### src/rtl/small_multiplier_pkg.sv
// Shared constants for the serial arithmetic blocks (multiplier and divider).
// Holds the control-state encoding used by both FSMs.
package small_multiplier_pkg;

    typedef enum logic {
        STATE_IDLE = 1'b0,
        STATE_CALC = 1'b1
    } state_t;

endpackage

### src/rtl/plus1.sv
// Incrementer used for the step counter; wraps silently at 2**WIDTH.
module plus1 #(
    parameter int unsigned WIDTH = 5
) (
    input  logic [WIDTH-1:0] value,
    output logic [WIDTH-1:0] result
);

    assign result = value + WIDTH'(1);

endmodule

### src/rtl/small_multiplier.sv
// Unsigned shift-and-add multiplier: one WIDTH+1-bit add per clock, WIDTH steps per product.
// done pulses for one cycle when product updates; busy covers the CALC steps only.
module small_multiplier
    import small_multiplier_pkg::*;
#(
    parameter int unsigned WIDTH         = 8,
    parameter int unsigned WIDTH_LOG_MAX = 5
) (
    input  logic               clock,
    input  logic               reset,
    input  logic               start,
    input  logic [WIDTH-1:0]   multiplicand,
    input  logic [WIDTH-1:0]   multiplier,
    output logic               busy,
    output logic               done,
    output logic [2*WIDTH-1:0] product
);

    state_t                   state_q, state_d;
    logic [WIDTH-1:0]         mc_q, mc_d;
    logic [2*WIDTH:0]         acc_q, acc_d;
    logic [WIDTH_LOG_MAX-1:0] pos_q, pos_d, pos_inc;
    logic [2*WIDTH-1:0]       product_q, product_d;
    logic                     done_q, done_d;
    logic [WIDTH:0]           hi;
    logic [2*WIDTH-1:0]       acc_step;

    plus1 #(
        .WIDTH(WIDTH_LOG_MAX)
    ) u_pos_inc (
        .value (pos_q),
        .result(pos_inc)
    );

    // acc[2W] stays zero; the upper half plus one carry bit feeds the single adder.
    assign hi       = acc_q[2*WIDTH:WIDTH] + (acc_q[0] ? {1'b0, mc_q} : '0);
    assign acc_step = {hi, acc_q[WIDTH-1:1]};

    always_comb begin
        state_d   = state_q;
        mc_d      = mc_q;
        acc_d     = acc_q;
        pos_d     = pos_q;
        product_d = product_q;
        done_d    = 1'b0;
        unique case (state_q)
            STATE_IDLE: begin
                if (start) begin
                    mc_d    = multiplicand;
                    acc_d   = {{(WIDTH + 1){1'b0}}, multiplier};
                    pos_d   = '0;
                    state_d = STATE_CALC;
                end
            end
            STATE_CALC: begin
                acc_d = {1'b0, acc_step};
                pos_d = pos_inc;
                if (pos_q == WIDTH_LOG_MAX'(WIDTH - 1)) begin
                    product_d = acc_step;
                    done_d    = 1'b1;
                    state_d   = STATE_IDLE;
                end
            end
            default: state_d = STATE_IDLE;
        endcase
    end

    always_ff @(posedge clock or posedge reset) begin
        if (reset) begin
            state_q   <= STATE_IDLE;
            mc_q      <= '0;
            acc_q     <= '0;
            pos_q     <= '0;
            product_q <= '0;
            done_q    <= 1'b0;
        end else begin
            state_q   <= state_d;
            mc_q      <= mc_d;
            acc_q     <= acc_d;
            pos_q     <= pos_d;
            product_q <= product_d;
            done_q    <= done_d;
        end
    end

    assign busy    = (state_q == STATE_CALC);
    assign done    = done_q;
    assign product = product_q;

endmodule

### config.mk
export PLATFORM = sky130hd
export DESIGN_NAME = small_multiplier
export DESIGN_NICKNAME = d
export VERILOG_FILES = /design/src/rtl/small_multiplier_pkg.sv /design/src/rtl/plus1.sv /design/src/rtl/small_multiplier.sv
export SDC_FILE = /design/constraint.sdc
export NUM_CORES = 1
export LEC_CHECK = 0
export BUFFER_PORTS_ARGS = -buffer_cell sky130_fd_sc_hd__buf_2
export CORE_UTILIZATION = 45
export DETAILED_ROUTE_END_ITERATION = 8
export PLACE_DENSITY = 0.66
export SYNTH_ARGS = -nofsm -noshare
export SYNTH_HDL_FRONTEND = slang
export SYNTH_SLANG_ARGS = --single-unit
### constraint.sdc
create_clock -name clock -period 2.31 [get_ports clock]
set_input_delay 0.462 -clock clock [delete_from_list [all_inputs] [get_ports clock]]
set_output_delay 0.462 -clock clock [all_outputs]
set_load 0.03 [all_outputs]
==> impl_summary.log, run 1 <==
INFO  metric outcome = complete, no violations
INFO  metric worst_setup_path_start_kind = flip-flop
INFO  metric groute.usage.overall = 0.191
INFO  metric end_kind = flip-flop
INFO  metric total_power = 3.65 mW
INFO  metric drc_violation_total_after_the_first_tritonroute_iteration = 72
INFO  metric finish.instance_area = 2680 sq um
INFO  metric finalCritPeriodShare = 0.921
INFO  metric postSynthAreaPerCell = 10.3 sq um
INFO  metric placed_cell_area = 2590 sq um
INFO  metric proportion_of_layout_cells_with_a_drive_suffix_above_1 = 0.255
INFO  metric multiInputGateArea = 1070 sq um
INFO  metric worstPathRequired = 2520 ps
INFO  metric critical_path.max_fanout = 7
INFO  metric p_seq_frac = 0.385
INFO  metric ir_drop = 0.000523 V
INFO  metric initial_antenna_violation_count = 0
INFO  metric synthesis.area = 2290 sq um
INFO  metric power-per-cell-area = 1360 nW/um^2
INFO  metric grt_setup_unrepaired = false
INFO  metric via_count_of_the_routed_design = 1672
INFO  metric residual_drc_count = 0
INFO  metric die_extent_in_y = 73.4 microns
INFO  metric place.detailed.hpwl = 3090 microns
INFO  metric drt-met1-wl = 2220 microns
INFO  metric cts.sink_count = 47
INFO  metric maxSlewHeadroom = 0.742
INFO  metric cp_slowest_stage_delay = 520 ps
INFO  metric timing.hold.ws = 186 ps
INFO  metric setup_slack = 182 ps
INFO  metric placement.io_buffers = 36
INFO  metric die_width = 73.4 microns
INFO  metric final_antenna_net_count = 0
INFO  metric layout_nets = 292
INFO  metric setup.reg_to_reg.worst_slack = 180 ps
INFO  metric flow.area_growth_from_synthesis = 17.1%
INFO  metric synthDistinctLibCells = 34
INFO  metric detail_route.first_pass.iterations = 4
INFO  metric combined_flip_flop_and_latch_cell_area = 1180 sq um
INFO  metric post_layout_nonfiller_instances = 330
INFO  metric power.combinational.fraction = 0.478
INFO  metric power_switching_share = 0.410
INFO  metric fill_cells = 467
INFO  metric final_cell_mix = dfrtp_1 (47), nand2_1 (44), buf_2 (36)
INFO  metric row_count = 25
INFO  metric cts_root_buffer = clkbuf_8
INFO  metric worst_pin_slew = 387 ps
INFO  metric max_clock_freq = 470 MHz
INFO  metric wire_per_inst = 13.5 microns
INFO  metric grt_pass1_wl = 7770 microns
INFO  metric grt_max_degree = 48
INFO  metric final-setup-viol-count = 0
INFO  metric boundary_pins = 37
INFO  metric place_congestion = 0.778
INFO  metric sequence_of_cells_on_the_critical_path = buf_4, and2_1, ha_1, o21ai_1, o211a_1, or4_1, o211ai_1
INFO  metric num_antenna_cells = 0
INFO  metric fp.coreArea = 4820 sq um
INFO  metric net-switching-power = 1.50 mW
INFO  metric max_cap_violations = 0
INFO  metric start_util = 0.476
INFO  metric cellLeakagePower = 1.35 nW
INFO  metric max-clock-path-buffers = 2
INFO  metric hold_class = in -> async
INFO  metric synth_sequential_area_ratio = 0.513
INFO  metric critPathArrivalTime = 2340 ps
INFO  metric fin_tns_setup = 0 ps
INFO  metric gate_count_post_synth = 222
INFO  metric via_per_inst = 5.07
INFO  metric clock_insertion_delay_worst_skew = 300 ps
INFO  metric period_minus_slack = 2130 ps
INFO  metric topRoutingLayerUsed = met4
INFO  metric cts_buffers = 5
INFO  metric yosys_register_bits = 47
INFO  metric place.detailed.instances = 323
INFO  metric die_area = 5380 sq um
INFO  metric place_worst_setup_slack = 40.2 ps
INFO  metric slowest_stage_cell_crit_path = or4_1
INFO  metric routed_wirelength = 4450 microns
INFO  metric cts.clk_slew.worst_paths = 80 ps
INFO  metric ys.warnings.count = 0
INFO  metric setup_skew = 6.13 ps
INFO  metric p_clk_frac = 0.137
INFO  metric overflow_left_after_global_routing = 0
INFO  metric route.met3.wl = 120 microns
INFO  metric tritoncts = yes
INFO  metric start_to_end_type_of_the_worst_setup_path = reg -> reg
INFO  metric final-hold-violation-count = 0
INFO  metric maxSlewViolCount = 0
INFO  metric mappedNetlistNets = 251
INFO  metric met2_wirelength = 2030 microns
INFO  metric commonest_non_fill_non_tap_cell_in_the_layout = dfrtp_1
INFO  metric clock_tree.htree_level_count = 2
INFO  metric final_core_occ = 0.557
INFO  metric via_count_of_the_first_global_routing_pass = 1679
INFO  metric internal-power = 2.15 mW
## path summary, 6_finish.rpt
path / startpoint / endpoint / depth (start not counted)
worst min-delay path: reset / product[2] / 3
worst max-delay path: acc_q[0] / product[14] / 7
worst max register to register: acc_q[0] / product[14] / 7
max in group asynchronous: reset / acc_q[10] / 3
worst min register to register: product[6] / product[6] / 2
min in group clock: multiplicand[6] / mc_q[6] / 2
## layout make-up
cell class,instances,share of cell area
Timing Repair Buffer,44,0.0942
Sequential cell,47,0.438
Clock buffer,6,0.0308
Clock inverter,1,0.00186
Multi-Input combinational cell,161,0.398
Tap cell,67,0.0312
Inverter,4,0.00559
## repair_timing
item	4_1_cts	5_1_grt
resized for setup	0	3
hold buffers	0	0
endpoints found under the hold margin	0	0
setup buffers	0	0
endpoints found under the setup margin	0	2
## power by group through the flow
stage	clock network, mW	registers (mW)	logic (mW)
final	0.501	1.40	1.74
after global routing	0.541	1.46	1.96
after CTS	0.520	1.41	1.74
after detailed placement	0	1.42	1.73
after global placement	0	1.42	1.70
after floorplan	0	1.62	1.09
## cell families after synthesis
family,Yosys count,synth area share
and+or+nand+nor,81,0.166
DFF,47,0.513
AOI/OAI and AO/OA,44,0.120
muxes,21,0.0983
buffers and inverters,14,0.0251
adders and majority gates,10,0.0579
xor gates and xnor gates,5,0.0191
## flip-flops by register name (all words and copies together) (netlist names)
name / count
acc_q: 16
product: 16
mc_q: 8
pos_q: 5
busy: 1
done: 1
## worst max-delay path, delay by kind of cell, from the launching register on
kind | cells | cell delay [ps]
adders and majority gates | 1 | 370
buffers and inverters | 1 | 160
AOI/OAI and AO/OA | 3 | 460
and+or+nand+nor | 2 | 670
DFF | 1 | 390
## Yosys cell counts (all sizes together)
master / number / area share
o211a: 1 / 0.0044
dfrtp: 47 / 0.51
mux2: 12 / 0.059
o311ai: 1 / 0.0038
buf: 4 / 0.0087
or4: 2 / 0.0065
clkinv: 1 / 0.0016
o21ai: 17 / 0.037
or3b: 1 / 0.0038
or4b: 2 / 0.0087
fa: 1 / 0.0087
ha: 9 / 0.049
nor3: 2 / 0.0044
nor2: 10 / 0.016
nand2: 44 / 0.072
a21oi: 7 / 0.015
xor2: 1 / 0.0038
inv: 3 / 0.0049
and2: 8 / 0.022
nor3b: 3 / 0.0098
a21o: 5 / 0.016
a211oi: 3 / 0.0098
mux2i: 9 / 0.039
nand4: 1 / 0.0027
nand3: 3 / 0.0065
a22o: 1 / 0.0038
o21a: 4 / 0.013
clkbuf: 6 / 0.0098
a22oi: 1 / 0.0033
o211ai: 4 / 0.013
xnor2: 4 / 0.015
nand2b: 4 / 0.011
nor2b: 1 / 0.0027
## metal layers
metal,up-vias,global-route usage
met5,-,0
met4,0,0.0705
met3,6,0.0425
met2,23,0.300
met1,793,0.261
li1,850,-
Note: power is estimated with default switching activity, not from simulation.
==> run 2: changes to the inputs <==
Settings changed: ABC_AREA set to 1.
==> run 2 against run 1 <==
Effect of this change: setup slack better by 260 ps; first-iteration DRC count up 42%; critical endpoint is now acc_q[15]; clock power up 40%; via count is 6.6% higher; sequential power about the same; final cell count grew 13%; critical path depth up 5; synthesized cell count is 20% higher; hold slack improved by 100 ps; combinational power is 13% lower; flip-flop and latch count did not move.
==> impl_summary.log, run 2 <==
INFO  metric outcome = complete, no violations
INFO  metric synth-main-ff-cell = dfrtp_1
INFO  metric cellLeakagePower = 1.53 nW
INFO  metric routed_wirelength = 4310 microns
INFO  metric final_cell_mix = nand2_1 (113), dfrtp_1 (47), buf_2 (36)
INFO  metric cts_hold_repair.buffers = 0
INFO  metric fp.coreArea = 4820 sq um
INFO  metric place_congestion = 0.820
INFO  metric cts_root_buffer = clkbuf_8
INFO  metric via_count_of_the_routed_design = 1783
INFO  metric drc_violation_total_after_the_first_tritonroute_iteration = 102
INFO  metric place.detailed.hpwl = 3090 microns
INFO  metric groute.usage.overall = 0.195
INFO  metric timing.hold.ws = 287 ps
INFO  metric proportion_of_layout_cells_with_a_drive_suffix_above_1 = 0.199
INFO  metric setup.reg_to_reg.worst_slack = 440 ps
INFO  metric fin_tns_setup = 0 ps
INFO  metric ff2ff_path_depth = 12
INFO  metric synthesis.area = 2280 sq um
INFO  metric via_count_of_the_first_global_routing_pass = 1715
INFO  metric timing.rr.end = acc_q[15]
INFO  metric maxSlewHeadroom = 0.335
INFO  metric tritoncts = yes
INFO  metric hold_class = in -> async
INFO  metric overflow_left_after_global_routing = 0
INFO  metric synth.top_cell.area_share = 0.515
INFO  metric post-cts-setup-buffers = 0
INFO  metric grt_pass1_wl = 7830 microns
INFO  metric critical_path.reg2reg.startpoint = acc_q[0]
INFO  metric final-setup-viol-count = 0
INFO  metric flow.area_growth_from_synthesis = 15.8%
INFO  metric start_util = 0.474
INFO  metric cts_buffers = 5
INFO  metric detail_route.first_pass.iterations = 4
INFO  metric worstPathRequired = 2500 ps
INFO  metric post_synthesis_cell_type_with_the_largest_combined_area = dfrtp_1
INFO  metric worst_pin_slew = 994 ps
INFO  metric max_cap_violations = 0
INFO  metric grt_setup_unrepaired = false
INFO  metric clock_insertion_delay_worst_skew = 300 ps
INFO  metric number_of_enable_type_register_cells_in_the_synthesized_netlist = 0
INFO  metric postSynthAreaPerCell = 8.55 sq um
INFO  metric layout_nets = 334
INFO  metric synth_sequential_area_ratio = 0.515
INFO  metric setup_skew = 7.98 ps
INFO  metric final-hold-violation-count = 0
INFO  metric placement.io_buffers = 36
INFO  metric cts.clk_slew.worst_paths = 90 ps
INFO  metric residual_drc_count = 0
INFO  metric yosys_register_bits = 47
INFO  metric synthTopCellsByCount = nand2_1 (113), dfrtp_1 (47), inv_1 (27), nand3_1 (19), ha_1 (9)
INFO  metric final_antenna_net_count = 0
INFO  metric critical_path.max_fanout = 9
INFO  metric post_cts_sizing_count = 0
INFO  metric max_clock_freq = 536 MHz
INFO  metric num_antenna_cells = 0
INFO  metric topRoutingLayerUsed = met4
INFO  metric met2_wirelength = 1900 microns
INFO  metric yosysMostFrequentCell = nand2_1
INFO  metric synthTopCellsByArea = dfrtp_1 (52%), nand2_1 (19%), ha_1 (4.9%)
INFO  metric via_per_inst = 4.78
INFO  metric die_extent_in_y = 73.2 microns
INFO  metric initial_antenna_violation_count = 0
INFO  metric ys.warnings.count = 0
INFO  metric synthDistinctLibCells = 27
INFO  metric clock_tree.htree_level_count = 2
INFO  metric commonest_non_fill_non_tap_cell_in_the_layout = nand2_1
INFO  metric route.met3.wl = 131 microns
INFO  metric drt-met1-wl = 2180 microns
INFO  metric max-clock-path-buffers = 2
INFO  metric grt_max_degree = 48
INFO  metric finalCritPeriodShare = 0.808
INFO  metric ir_drop = 0.000468 V
INFO  metric boundary_pins = 37
INFO  metric gate_count_post_synth = 267
INFO  metric wire_per_inst = 11.5 microns
INFO  metric row_count = 25
INFO  metric power-per-cell-area = 1370 nW/um^2
INFO  metric maxSlewViolCount = 0
INFO  metric die_area = 5360 sq um
INFO  metric die_width = 73.2 microns
INFO  metric period_minus_slack = 1870 ps
INFO  metric worst_setup_path_start_kind = flip-flop
INFO  metric cts.sink_count = 47
INFO  metric fraction_of_registers_with_async_set_reset = 1.00
INFO  metric critPathArrivalTime = 2060 ps
INFO  metric mappedNetlistNets = 296
INFO  metric start_to_end_type_of_the_worst_setup_path = reg -> reg
INFO  metric end_kind = flip-flop
run 2: cell count changes after synthesis, moves of 5 or more:
| cell | change |
|---|---|
| mux2_2 | -12 |
| and2_1 | -8 |
| mux2i_1 | -9 |
| nand3_1 | +16 |
| o21ai_0 | -12 |
| inv_1 | +24 |
| nor2_1 | -5 |
| o21ai_2 | +7 |
| nand2_1 | +69 |
run 2: worst max-delay path by stage:
| stage | startpoint | endpoint | cells after the start |
|---|---|---|---|
| final | acc_q[0] | acc_q[15] | 12 |
| after CTS | acc_q[0] | acc_q[15] | 12 |
| after detailed placement | start | acc_q[5] | 4 |
| after global routing | acc_q[0] | acc_q[15] | 12 |
| after floorplan | acc_q[0] | acc_q[15] | 13 |
| after global placement | acc_q[0] | acc_q[15] | 12 |
run 2: cell type report:
cell class                      count  area, sq um
Clock buffer                        6         72.6
Clock inverter                      2         60.1
Fill cell                         490         2170
Inverter                           30          113
Multi-Input combinational cell    181          928
Sequential cell                    47         1180
Tap cell                           67         83.8
Timing Repair Buffer               40          210
run 2: per-stage QoR:
| stage | instances | cell area (sq um) | power (mW) | util | worst slack, ps |
|---|---|---|---|---|---|
| 2_1_floorplan | 267 | 2280 | 2.60 | - | 517 |
| 5_1_grt | 373 | 2640 | 3.96 | 0.549 | 216 |
| 4_1_cts | 373 | 2640 | 3.66 | 0.549 | 427 |
| 3_5_place_dp | 365 | 2510 | 2.95 | 0.521 | 409 |
| 3_3_place_gp | 365 | 2510 | 2.91 | 0.521 | 460 |
| 6_report | 373 | 2640 | 3.62 | 0.549 | 444 |
run 2: report_power, final:
group          switching [mW]  leakage [nW]  internal, mW
combinational           0.975         0.864         0.540
clock                   0.270        0.0654         0.432
sequential              0.234         0.596          1.17
run 2: critical path, cell delays in order, from the launching register on:
cell and delay, ps:
dfrtp_1 470, nand2_1 100, inv_1 40, ha_1 190
fa_1 400, nand2_1 70, nand2_1 80, nand3_1 90
nand2_1 70, nand2_1 70, nand2_1 60, nand2_1 60
nand2_1 50
run 2: layer usage:
layer | vias up | track usage
met3 | 9 | 0.0359
met2 | 36 | 0.298
li1 | 917 | -
met5 | - | 0
met4 | 0 | 0.0915
met1 | 821 | 0.268
run 2: cells by family (layout without fill, tap and decap cells):
family / count (synthesis) / after routing / synth area share
AO/OA/AOI/OAI: 25 / 25 / 0.0805
AND/OR/NAND/NOR: 145 / 145 / 0.264
flip-flops: 47 / 47 / 0.515
adder cells (fa/ha/maj): 10 / 10 / 0.0581
XOR/XNOR: 1 / 1 / 0.00384
buffers and inverters: 39 / 78 / 0.0784
